File: config.mk
export PLATFORM = sky130hd
export DESIGN_NAME = audio_spi_arbiter
export DESIGN_NICKNAME = d
export VERILOG_FILES = /design/src/rtl/audio_spi_arbiter.sv
export SDC_FILE = /design/constraint.sdc
export NUM_CORES = 1
export LEC_CHECK = 0
export ABC_CLOCK_PERIOD_IN_PS = 4200
export CAP_MARGIN = 20
export CORE_AREA = 2 2 90 92
export CTS_CLUSTER_SIZE = 30
export DETAILED_ROUTE_END_ITERATION = 10
export DIE_AREA = 0 0 92 94
export GPL_ROUTABILITY_DRIVEN = 0
export PLACE_DENSITY = 0.79
export SETUP_SLACK_MARGIN = 0.02
export SKIP_CTS_REPAIR_TIMING = 1
export SKIP_LAST_GASP = 1
export SLEW_MARGIN = 20
export SYNTH_ARGS = -nofsm -noshare
export SYNTH_HDL_FRONTEND = slang
export SYNTH_SLANG_ARGS = --single-unit
File: constraint.sdc
create_clock -name iCLK_50 -period 4.2 [get_ports iCLK_50]
set_input_delay 1.26 -clock iCLK_50 [delete_from_list [all_inputs] [get_ports iCLK_50]]
set_output_delay 1.26 -clock iCLK_50 [all_outputs]
set_load 0.1 [all_outputs]
File: src/rtl/audio_spi_arbiter.sv
// audio_spi_arbiter: two-requester round-robin arbiter driving one 16-bit codec SPI register frame per grant
module audio_spi_arbiter #(
  parameter int CLK_DIV   = 63,
  parameter int GAP_TICKS = 4
) (
  input  logic       iCLK_50,
  input  logic       iRESET,
  input  logic       iREQ0,
  input  logic       iWR0,
  input  logic [6:0] iADDR0,
  input  logic [7:0] iWDATA0,
  output logic       oACK0,
  input  logic       iREQ1,
  input  logic       iWR1,
  input  logic [6:0] iADDR1,
  input  logic [7:0] iWDATA1,
  output logic       oACK1,
  output logic [7:0] oRDATA,
  output logic       oBUSY,
  output logic       oGNT,
  output logic       oCS_n,
  output logic       oSCLK,
  output logic       oDIN,
  input  logic       iDOUT
);
  typedef enum logic [2:0] {IDLE, SETUP, LOW, HIGH, HOLD, GAP} state_t;
  state_t      state;
  logic [15:0] div;
  logic [14:0] tx;
  logic [7:0]  rx;
  logic [4:0]  cnt;
  logic [7:0]  gap;
  logic        last;
  logic        tick;
  logic        sel;
  logic [15:0] frame;
  // requester 1 wins when alone or when requester 0 was served last; reads send 0xFF as filler
  always_comb begin
    tick  = div == 16'(CLK_DIV - 1);
    sel   = (iREQ0 & iREQ1) ? ~last : iREQ1;
    frame = sel ? {iADDR1, ~iWR1, iWR1 ? iWDATA1 : 8'hFF}
                : {iADDR0, ~iWR0, iWR0 ? iWDATA0 : 8'hFF};
    oBUSY = state != IDLE;
  end
  // frame sequencer: grant, 16 SCLK periods (drive on fall, sample on rise), hold, inter-frame gap
  always_ff @(posedge iCLK_50) begin
    if (iRESET) begin
      state  <= IDLE;
      div    <= '0;
      tx     <= '0;
      rx     <= '0;
      cnt    <= '0;
      gap    <= '0;
      last   <= 1'b1;
      oCS_n  <= 1'b1;
      oSCLK  <= 1'b1;
      oDIN   <= 1'b0;
      oACK0  <= 1'b0;
      oACK1  <= 1'b0;
      oRDATA <= '0;
      oGNT   <= 1'b0;
    end else begin
      oACK0 <= 1'b0;
      oACK1 <= 1'b0;
      if (state != IDLE) div <= tick ? '0 : div + 16'd1;
      case (state)
        IDLE: if (iREQ0 | iREQ1) begin
          tx    <= frame[14:0];
          oDIN  <= frame[15];
          oGNT  <= sel;
          last  <= sel;
          oCS_n <= 1'b0;
          cnt   <= '0;
          div   <= '0;
          state <= SETUP;
        end
        SETUP: if (tick) begin
          oSCLK <= 1'b0;
          state <= LOW;
        end
        LOW: if (tick) begin
          oSCLK <= 1'b1;
          rx    <= {rx[6:0], iDOUT};
          cnt   <= cnt + 5'd1;
          state <= HIGH;
        end
        HIGH: if (tick) begin
          if (cnt == 5'd16) state <= HOLD;
          else begin
            oSCLK <= 1'b0;
            oDIN  <= tx[14];
            tx    <= {tx[13:0], 1'b0};
            state <= LOW;
          end
        end
        HOLD: if (tick) begin
          oCS_n  <= 1'b1;
          oACK0  <= ~oGNT;
          oACK1  <= oGNT;
          oRDATA <= rx;
          gap    <= '0;
          state  <= GAP;
        end
        GAP: if (tick) begin
          gap <= gap + 8'd1;
          if (gap == 8'(GAP_TICKS - 1)) state <= IDLE;
        end
        default: state <= IDLE;
      endcase
    end
  end
endmodule

==> impl_metrics.env, run 1 <==
export IMPL_status="finished, final reports clean"
export IMPL_ys_warn_count=0
export IMPL_critPathTopFamily="buffers and inverters"
export IMPL_rows=32
export IMPL_drive_gt1_frac=0.0985
export IMPL_grt_usage=0.225
export IMPL_synth_most_common_cell="dfxtp_1"
export IMPL_cp_end_kind="primary output"
export IMPL_pin_count=52
export IMPL_hpwl_um=6160
export IMPL_reg2reg_depth=6
export IMPL_core_area_mm2=0.00761
export IMPL_synth_top_cell_by_area="dfxtp_1"
export IMPL_finalCritPeriodShare=0.755
export IMPL_route_detailed_drc=0
export IMPL_final_util=0.592
export IMPL_grt_pass1_vias=3462
export IMPL_drt_wl_total_um=9270
export IMPL_grt_pass1_wl_um=16000
export IMPL_drtIter0Drc=343
export IMPL_drv_cap=0
export IMPL_fin_skew_ns=0.00914
export IMPL_leakagePower_nw=1.45
export IMPL_slowest_delay_ns=1.17
export IMPL_ys_top_cells_by_area="dfxtp_1 37%, a21oi_1 4.9%, nand3_1 3.7%"
export IMPL_worst_path_stages=1
export IMPL_place_area_mm2=0.00424
export IMPL_layout_setup_ws_ns=1.03
export IMPL_netlist_area_leader_share=0.374
export IMPL_cts_tree="done"
export IMPL_required_ns=2.94
export IMPL_n_antenna_cell=0
export IMPL_gr_total_overflow=0
export IMPL_die_x_um=92
export IMPL_crit_fanout=4
export IMPL_yosysSeqAreaShare=0.374
export IMPL_cts_root_buf="clkbuf_8"
export IMPL_numClockSinks=70
export IMPL_seq_power_share=0.448
export IMPL_p_sw_frac=0.239
export IMPL_instances_no_fill=579
export IMPL_routedWlPerCell_um=16.0
export IMPL_async_flop_share=0
export IMPL_whs_ns=0.471
export IMPL_clk_path_buf_depth=2
export IMPL_total_power_mw=1.56
export IMPL_syn_nets=485
export IMPL_vias_per_cell=6.27
export IMPL_netlist_area_mm2=0.00375
export IMPL_dp_cells=563
export IMPL_max_slew_worst_pin_slew_ns=0.993
export IMPL_cts_htree_levels=3
export IMPL_path_class="flop to primary output"
export IMPL_max_freq_mhz=315
export IMPL_pre_cts_slack_ns=0.980
export IMPL_clk_latency_ns=0.35
export IMPL_rsz0062_at_grt="no"
export IMPL_finalHoldViolations=0
export IMPL_syn_area_per_cell_um2=8.46
export IMPL_syn_inst=443
export IMPL_max_vdd_ir_drop_v=0.000218
export IMPL_startpoint_type="flop"
export IMPL_slew_headroom=0.336
export IMPL_p_clk_frac=0.444
export IMPL_cp_arrival_ns=1.91
export IMPL_final_antenna_net_count=0
export IMPL_slowest_stage="clkdlybuf4s50_1"
export IMPL_comb_power_share=0.108
export IMPL_synth_cell_types=60
export IMPL_cts_made_buffers=9
export IMPL_finalCriticalPeriod_ns=3.17
export IMPL_setup_tns_ns=0
export IMPL_synth_edf_count=0
export IMPL_clk_pin_slew_ns=0.08
export IMPL_start_util=0.493
export IMPL_grt_start_max_net_pins=62
export IMPL_syn_to_final_growth_pct=20.2
export IMPL_synthTopCellsByCount="70 x dfxtp_1, 37 x a21oi_1, 34 x nand2_1"
export IMPL_power_switching_uw=372
export IMPL_cp_cell_sequence="clkdlybuf4s50_1"
export IMPL_n_fill_cell=678
export IMPL_antenna_found_initial=0
export IMPL_nets=514
export IMPL_num_vias=3632
export IMPL_portBuffers=51
export IMPL_drt_pass1_iterations=5
export IMPL_hold_path_class="flop to flop"
export IMPL_stdcell_area_mm2=0.00450
export IMPL_r2r_setup_slack_ns=1.43
export IMPL_cp_buffers_inverters=1
export IMPL_whs_path_depth=2
export IMPL_die_y_um=94
export IMPL_intPower_mw=1.18
export IMPL_setup_violations_final=0
export IMPL_powerDensity_mw_per_mm2=346
export IMPL_die_area_mm2=0.00865
export IMPL_yosys_register_bits=70
export IMPL_synth_ff_type="dfxtp_1"
export IMPL_slew_violations=0
-- per-layer routing --
metal  share of wire  track usage  routed length (um)  vias up
met5               0            0                   0        -
met4           0.018       0.0833                 170        0
met3           0.052       0.0385                 482       17
met2            0.48        0.381                4460      130
met1            0.45        0.289                4160     1718
li1                -            -                   -     1767
-- worst paths after layout --
kind | to | startpoint
min reg2reg | oRDATA[2] | oRDATA[2]
min | oRDATA[2] | oRDATA[2]
max reg2reg | gap[4] | div[1]
max | oGNT | oGNT
-- power groups by stage --
stage / logic [mW] / registers (mW) / clock network [mW]
3_3_place_gp: 0.164 / 0.711 / 0
5_1_grt: 0.184 / 0.700 / 0.726
2_1_floorplan: 0.0891 / 0.724 / 0
6_report: 0.169 / 0.697 / 0.691
3_5_place_dp: 0.167 / 0.712 / 0
4_1_cts: 0.168 / 0.696 / 0.695
-- cells in the final DEF, fill, tap and decap left out, drive strengths merged, types with 9 or more instances in the layout --
master	Yosys	final
a311oi	10	10
a31oi	16	16
nand2	34	34
clkbuf	27	11
nand4	22	22
a211oi	9	9
buf	14	10
nand3	28	28
dfxtp	70	70
clkdlybuf4s50	0	49
o31ai	12	12
nor2	11	11
a21oi	38	38
o21ai	26	26
inv	9	9
-- cell families (layout without fill, tap and decap cells) --
group / count (synthesis) / in the layout / share of synthesized area
xor+xnor: 1 / 1 / 0.00234
mux: 15 / 15 / 0.0424
buf+inv: 50 / 84 / 0.0608
flops: 70 / 70 / 0.374
simple gates: 160 / 160 / 0.253
fa+ha+maj: 5 / 5 / 0.0167
compound gates: 142 / 142 / 0.251
-- registers in the layout, summed over array words and instances, names as in the netlist, 3 cells and up --
register,flops
rx,8
tx,15
div,16
state,3
oRDATA,8
cnt,5
gap,8
-- cell type report --
type / instances / area, um2 / share of cell area
well taps: 102 / 128 / 0.0283
clock inverters: 5 / 105 / 0.0233
clock buffers: 11 / 151 / 0.0336
multi-input cells: 323 / 2120 / 0.471
inverters: 9 / 33.8 / 0.00750
repair buffers: 59 / 563 / 0.125
flip-flops and latches: 70 / 1400 / 0.311
Note: power is estimated with default switching activity, not from simulation.
==> run 2, diff against run 1 <==
Settings changed: ABC_CLOCK_PERIOD_IN_PS 4200 to 3300.
Clock period 4.2 ns to 3.3 ns, I/O delays scaled along.
==> run 2 against run 1 <==
Compared with the run above:
- critical path depth rose by 3
- global-route usage decreased by 0.18 points
- count of clock-buffer cells in the layout is the same
- clock power is 2% higher
- via count grew 1.9%
- combinational power rose by 30%
- critical path type unchanged
- largest cell class unchanged
==> impl_metrics.env, run 2 (same netlist as run 1, synthesis figures left out) <==
export IMPL_n_antenna_cell=0
export IMPL_largest_reg_flops=16
export IMPL_portBuffers=51
export IMPL_setup_tns_ns=0
export IMPL_startpoint_type="flop"
export IMPL_cts_root_buf="clkbuf_8"
export IMPL_cp_end_kind="primary output"
export IMPL_layout_setup_ws_ns=0.706
export IMPL_finalCriticalPeriod_ns=2.59
export IMPL_path_class="flop to primary output"
export IMPL_instances_no_fill=584
export IMPL_start_util=0.493
export IMPL_syn_to_final_growth_pct=19.3
export IMPL_grt_pass1_vias=3440
export IMPL_drive_gt1_frac=0.133
export IMPL_drt_wl_total_um=9420
export IMPL_place_area_mm2=0.00427
export IMPL_status="finished, final reports clean"
export IMPL_topRoutingLayerUsed="met4"
export IMPL_clk_path_buf_depth=2
export IMPL_max_slew_worst_pin_slew_ns=0.727
export IMPL_wl_met1_um=4390
export IMPL_final_antenna_net_count=0
export IMPL_grt_usage=0.223
export IMPL_worstHoldStart="oRDATA[4]"
export IMPL_powerDensity_mw_per_mm2=405
export IMPL_seq_power_share=0.490
export IMPL_max_flop_register="div"
export IMPL_finalCritPeriodShare=0.786
export IMPL_total_power_mw=1.81
export IMPL_r2r_end="tx[3]"
export IMPL_r2r_start="div[0]"
export IMPL_min_to="oRDATA[4]"
export IMPL_comb_power_share=0.122
export IMPL_max_freq_mhz=386
export IMPL_reg_largest_list="div: 16 flops, tx: 15 flops"
export IMPL_hpwl_um=6310
export IMPL_nets=519
export IMPL_route_detailed_drc=0
export IMPL_leakagePower_nw=1.48
export IMPL_slew_headroom=0.516
export IMPL_reg2reg_depth=7
export IMPL_die_x_um=92
export IMPL_drtIter0Drc=303
export IMPL_vias_per_cell=6.34
export IMPL_wl_met2_um=4330
export IMPL_drt_pass1_iterations=6
export IMPL_whs_path_depth=2
export IMPL_gr_total_overflow=0
export IMPL_rows=32
export IMPL_crit_fanout=14
export IMPL_dp_cells=568
export IMPL_rsz0062_at_grt="no"
export IMPL_stdcell_area_mm2=0.00447
export IMPL_die_area_mm2=0.00865
export IMPL_grt_start_max_net_pins=54
export IMPL_hold_path_class="flop to flop"
export IMPL_cp_arrival_ns=1.60
export IMPL_slew_violations=0
export IMPL_layout_commonest_cell="dfxtp_1"
export IMPL_setup_violations_final=0
export IMPL_antenna_found_initial=0
export IMPL_numClockSinks=70
export IMPL_clk_pin_slew_ns=0.08
export IMPL_die_y_um=94
export IMPL_clk_latency_ns=0.35
export IMPL_dr_wl_met3_um=517
export IMPL_p_sw_frac=0.261
export IMPL_p_clk_frac=0.388
export IMPL_mostFrequentLayoutCells="70 x dfxtp_1, 37 x a21oi_1, 35 x clkdlybuf4s50_1, 34 x nand2_1, 28 x nand3_1"
export IMPL_drv_cap=0
export IMPL_finalHoldViolations=0
export IMPL_final_util=0.588
export IMPL_power_switching_uw=472
export IMPL_cts_htree_levels=3
export IMPL_num_vias=3702
export IMPL_core_area_mm2=0.00761
export IMPL_whs_ns=0.469
export IMPL_cts_tree="done"
export IMPL_pin_count=52
export IMPL_max_vdd_ir_drop_v=0.000247
export IMPL_cts_made_buffers=9
export IMPL_r2r_setup_slack_ns=0.90
export IMPL_required_ns=2.31
export IMPL_intPower_mw=1.34
export IMPL_grt_pass1_wl_um=15900
export IMPL_fin_skew_ns=0.00750
export IMPL_routedWlPerCell_um=16.1
export IMPL_pre_cts_slack_ns=0.328
-- run 2: changes by cell type in the layout (fill, tap and decap cells not counted), sizes merged --
cell           change
buf               +19
bufinv             -2
clkdlybuf4s50     -14
clkinv             +2
-- run 2: power groups by stage --
stage               Sequential (mW)  Combinational, mW  Clock (mW)
floorplan                     0.922              0.113           0
global placement              0.905              0.214           0
detailed placement            0.906              0.220           0
CTS                           0.886              0.220       0.710
global route                  0.891              0.238       0.745
finish                        0.887              0.220       0.703
-- run 2: how the worst max path moves through the flow --
stage | start | endpoint | slack (ns) | cells after the start
floorplan | iREQ1 | tx[1] | 1.20 | 6
global placement | iREQ1 | tx[2] | 0.40 | 6
detailed placement | iREQ1 | tx[3] | 0.33 | 6
CTS | iREQ1 | tx[6] | 0.70 | 6
global route | iREQ1 | tx[3] | 0.55 | 6
finish | state[1] | oBUSY | 0.71 | 4
-- run 2: layer usage --
layer | track usage | vias to the layer above
met5 | 0 | -
li1 | - | 1790
met1 | 0.298 | 1757
met4 | 0.0896 | 0
met3 | 0.0425 | 20
met2 | 0.357 | 135
-- run 2: final cells by class --
type	instances	area, um2
Fill cell	699	3140
Multi-Input combinational cell	323	2120
Sequential cell	70	1400
Timing Repair Buffer	64	591
Clock buffer	11	141
Tap cell	102	128
Clock inverter	5	58.8
Inverter	9	33.8
-- run 2: critical path, cell delays in order, from the launching register on --
cell and delay [ns]:
dfxtp_1 0.59, nor3_2 0.07, buf_4 0.20, inv_2 0.18, buf_12 0.20
==> run 3, diff against run 2 <==
Settings changed: ABC_CLOCK_PERIOD_IN_PS 3300 to 2600.
Clock period 3.3 ns to 2.6 ns, I/O delays scaled along.
==> run 3 against run 2 <==
Compared with the run above:
- clock skew about the same
- die area unchanged
- design area is 0.50% higher
- hold slack about the same
- first-iteration DRC count is 5.6% higher
- cell count up 1.2%
- critical path depth is 2 higher
- clock power is 23% higher
- utilization is 0.30 points higher
- total power grew 26%
- global-route usage grew 1.1 points
- non-clock buffer count up 7
- largest power group unchanged
- highest routed layer unchanged
==> impl_metrics.env, run 3 (same netlist as run 1, synthesis figures left out) <==
export IMPL_route_detailed_drc=0
export IMPL_finalHoldViolations=0
export IMPL_cp_arrival_ns=2.71
export IMPL_die_x_um=92
export IMPL_grt_usage=0.234
export IMPL_gr_total_overflow=0
export IMPL_hold_path_class="flop to flop"
export IMPL_drive_gt1_frac=0.141
export IMPL_cts_root_buf="clkbuf_8"
export IMPL_rows=32
export IMPL_routedWlPerCell_um=16.5
export IMPL_n_fill_cell=686
export IMPL_dr_wl_met3_um=611
export IMPL_cp_cell_sequence="clkdlybuf4s50_1 -> a21boi_0 -> buf_4 -> nand2b_1 -> o221ai_1 -> a311oi_1"
export IMPL_status="finished, final reports clean"
export IMPL_finalCritPeriodShare=0.946
export IMPL_clk_path_buf_depth=2
export IMPL_cts_made_buffers=9
export IMPL_slew_violations=0
export IMPL_grt_pass1_wl_um=16500
export IMPL_required_ns=2.85
export IMPL_cts_htree_levels=3
export IMPL_antenna_found_initial=0
export IMPL_stdcell_area_mm2=0.00449
export IMPL_powerDensity_mw_per_mm2=506
export IMPL_fin_skew_ns=0.00709
export IMPL_slowest_stage="clkdlybuf4s50_1"
export IMPL_max_slew_worst_pin_slew_ns=0.732
export IMPL_leakagePower_nw=1.50
export IMPL_slew_headroom=0.512
export IMPL_startpoint_type="input port"
export IMPL_final_antenna_net_count=0
export IMPL_drv_cap=0
export IMPL_path_class="input port to flop"
export IMPL_clk_latency_ns=0.35
export IMPL_vias_per_cell=6.28
export IMPL_grt_pass1_vias=3404
export IMPL_place_area_mm2=0.00431
export IMPL_wl_met2_um=4630
export IMPL_max_vdd_ir_drop_v=0.000298
export IMPL_cts_tree="done"
export IMPL_critPathTopFamily="buffers and inverters"
export IMPL_drtIter0Drc=320
export IMPL_cp_buffers_inverters=2
export IMPL_dp_cells=575
export IMPL_drt_pass1_iterations=6
export IMPL_die_area_mm2=0.00865
export IMPL_grt_start_max_net_pins=26
export IMPL_wl_met1_um=4300
export IMPL_max_flop_register="div"
export IMPL_setup_tns_ns=0
export IMPL_cp_end_kind="flop"
export IMPL_clk_pin_slew_ns=0.08
export IMPL_crit_fanout=10
export IMPL_setup_violations_final=0
export IMPL_hpwl_um=6630
export IMPL_num_vias=3713
export IMPL_instances_no_fill=591
export IMPL_pin_count=52
export IMPL_topRoutingLayerUsed="met4"
export IMPL_mostFrequentLayoutCells="70 x dfxtp_1, 37 x a21oi_1, 35 x clkdlybuf4s50_1, 34 x nand2_1, 34 x buf_4"
export IMPL_reg_largest_list="div: 16 flops, tx: 15 flops"
export IMPL_numClockSinks=70
export IMPL_finalCriticalPeriod_ns=2.46
export IMPL_drt_wl_total_um=9720
export IMPL_largest_reg_flops=16
export IMPL_layout_commonest_cell="dfxtp_1"
export IMPL_nets=526
export IMPL_die_y_um=94
export IMPL_syn_to_final_growth_pct=19.9
export IMPL_start_util=0.493
export IMPL_max_freq_mhz=407
export IMPL_rsz0062_at_grt="no"
export IMPL_n_antenna_cell=0
export IMPL_slowest_delay_ns=0.55
export IMPL_core_area_mm2=0.00761
export IMPL_portBuffers=51
==> run 3: cell count changes in the layout (fill, tap and decap cells not counted) <==
cell	before	now
buf_4	26	34
clkinv_4	1	0
clkinvlp_4	2	1
clkbuf_8	10	9
clkbuf_1	1	3
buf_12	2	1
clkinv_2	1	2
==> run 3: worst register-to-register path: cells and delay by family (launching register included) <==
| family | cells | cell delay [ns] |
|---|---|---|
| AND/OR/NAND/NOR | 2 | 0.97 |
| AO/OA/AOI/OAI | 2 | 0.42 |
| buffers and inverters | 2 | 0.37 |
| flip-flops | 1 | 0.35 |
| adder cells (fa/ha/maj) | 1 | 0.18 |
==> run 3: worst paths after layout <==
kind                             start        end  slack (ns)  cells past startpoint
worst max-delay path             iREQ1      tx[1]        0.14                      6
worst min-delay path             rx[7]  oRDATA[7]        0.47                      2
worst max register to register  div[0]      tx[1]        0.23                      7
worst min register to register   rx[7]  oRDATA[7]        0.47                      2
==> run 3: layout make-up <==
class                   instances  area, um2  area share
multi-input cells             323       2120       0.471
flip-flops and latches         70       1400       0.312
repair buffers                 71        631       0.140
clock buffers                  12        135      0.0301
well taps                     102        128      0.0284
clock inverters                 4       47.5      0.0106
inverters                       9       33.8     0.00752
==> run 3: through the flow <==
stage / utilization / setup WS, ns / hold slack (ns) / power (mW)
final: 0.591 / 0.141 / 0.470 / 2.27
after global routing: 0.591 / 0.0403 / 0.507 / 2.34
after CTS: 0.591 / 0.168 / 0.473 / 2.27
after detailed placement: 0.567 / -0.129 / 0.452 / 1.43
after global placement: 0.567 / -0.0500 / 0.449 / 1.42
after floorplan: - / 0.701 / 0.443 / 1.31
==> run 3: metal layers <==
metal  vias up  global-route usage
li1       1790                   -
met1      1754               0.304
met2       150               0.384
met3        19              0.0465
met4         0              0.0908
met5         -                   0
==> run 3: power breakdown <==
group / switching (mW) / leakage, nW / internal (mW)
registers: 0.0236 / 0.569 / 1.10
clock network: 0.421 / 0.0904 / 0.441
logic: 0.155 / 0.845 / 0.128
total: 0.600 / 1.50 / 1.67
==> variant, RTL diff (settings of run 1) <==
Re-encode `state_t` (6 states) as one-hot, 6 bits wide.
--- a/src/rtl/audio_spi_arbiter.sv
+++ b/src/rtl/audio_spi_arbiter.sv
@@ -24,5 +24,5 @@
   input  logic       iDOUT
 );
-  typedef enum logic [2:0] {IDLE, SETUP, LOW, HIGH, HOLD, GAP} state_t;
+  typedef enum logic [5:0] {IDLE = 6'b000001, SETUP = 6'b000010, LOW = 6'b000100, HIGH = 6'b001000, HOLD = 6'b010000, GAP = 6'b100000} state_t;
   state_t      state;
   logic [15:0] div;
Check against the original RTL: same outputs for any inputs over 10 cycles, from zero or initial values and one cycle with iRESET high; not proved beyond that.
==> variant against run 1 <==
Setup slack lost 0.54 ns; synthesized area up 1.1%; cell area up 0.50%; first-iteration DRC count decreased by 30%; sequential cell count rose by 3; wire length down 0.86%.
Power is not compared: it rests on default switching activity, and its combinational part moved more than twofold at a synthesized area within 25%.
==> variant: results (changes against run 1) <==
Parameter                              Value

Outcome
  Status    finished, final reports clean

Yosys
  Adder-Cell Fraction of Synth Area    1.651% (-0.018 points)
  Xor and xnor fraction of the mapped netlist area    0.9247% (+0.69 points)
  Nets in the synthesized netlist    510 (+5.2%)
  Portion of the post-synthesis area used by sequential elements    38.57% (+1.2 points)
  Leading post-synthesis cells by instance count    sky130_fd_sc_hd__dfxtp_1, sky130_fd_sc_hd__a21oi_1, sky130_fd_sc_hd__nand2_1
  Number of cells produced by synthesis    468 (+5.6%)
  Leading cell types by total area after synthesis    sky130_fd_sc_hd__dfxtp_1, sky130_fd_sc_hd__a21oi_1, sky130_fd_sc_hd__nand2_1, sky130_fd_sc_hd__a311oi_1, sky130_fd_sc_hd__a211oi_1

Finish
  Non-clock buffering overhead in the final layout    11.45% (-1.1 points)
  Clock network area share    5.364% (-0.33 points)
  Proportion of cell area occupied by multi-input gates    46.42% (-0.68 points)
  P&R area growth vs syn    19.45%
  Seq/total area    32.29% (+1.2 points)
  Number of flip-flops and latches    73 (+4.3%)
  Nets@finish    542 (+5.4%)
  Fraction of layout cells with a size suffix above 1    5.941% (-3.9 points)
  Number of signal-net inverters in the final layout    20 (+11)

Detailed routing
  Avg WL per Cell    15.14 µm (-5.4%)
  Initial detailed-routing violation count    239 (-30%)
  Routed length on met2    4401 µm (-1.4%)
  Routed met1 length    4151 µm (-0.14%)
  Metal3 WL    487 µm (+1.0%)
  TritonRoute pass-1 iters    7 (+2)
  Vias    3622 (-0.28%)
  DR vias/cell    5.967 (-4.9%)

Global routing
  First-pass GRT wire length    14990 µm (-6.5%)
  Via count of the first global-routing pass    3229 (-6.7%)
  Grt met2 use    34.38% (-3.7 points)
  Met1 track demand over resource in global routing    27.99% (-0.94 points)

Placed design
  Hpwl dp    6276 µm (+2.0%)
  Placement-stage cell area    4283 µm² (+0.91%)
  Cell count after placement    591 (+5.0%)
  Worst slack after detailed placement    0.6883 ns (-0.2913 ns)

Worst setup path
  Critical path arrival    2.45 ns (+0.54 ns)
  Capturing element of the worst setup path    oBUSY
  RR Endpoint    tx[5]$_SDFFE_PP0P_
  Max stage delay cell, worst path    sky130_fd_sc_hd__nor4_1
  Top fanout value on the critical path    13 (+9)
  Start point of the critical path    state[2]$_SDFFE_PP0P_

Min path
  Sink of the worst hold path    oRDATA[1]$_SDFFE_PP0P_
  Worst Min Path Start    oRDATA[1]$_SDFFE_PP0P_

STA
  Min Tclk post-route    3.707 ns (+0.5351 ns)
  Worst hold slack across all endpoints    0.4543 ns (-0.01677 ns)
  Final Skew    0.007932 ns (-0.001204 ns)
  Remaining max-slew budget at the tightest pin    32.83% (-0.77 points)
## variant: cell count changes after synthesis, moves of 7 or more
cell,change
sky130_fd_sc_hd__nand4_1,-15
sky130_fd_sc_hd__o31ai_1,-9
sky130_fd_sc_hd__o221ai_1,-8
sky130_fd_sc_hd__nor3b_1,+7
sky130_fd_sc_hd__nand2_1,+11
sky130_fd_sc_hd__a311oi_1,+7
sky130_fd_sc_hd__nand3_1,-13
sky130_fd_sc_hd__inv_1,+11
sky130_fd_sc_hd__a21oi_1,+18
sky130_fd_sc_hd__clkbuf_1,-8
sky130_fd_sc_hd__a211oi_1,+9
sky130_fd_sc_hd__nor2_1,+25
sky130_fd_sc_hd__a31oi_1,-15
## variant: power breakdown
| part | internal (W) | switching, W | leakage, nW |
|---|---|---|---|
| combinational | 0.000253 | 0.000514 | 0.863 |
| clock | 0.000398 | 0.000273 | 0.117 |
| sequential | 0.000782 | 0.0000837 | 0.593 |
| total | 0.00143 | 0.000871 | 1.57 |
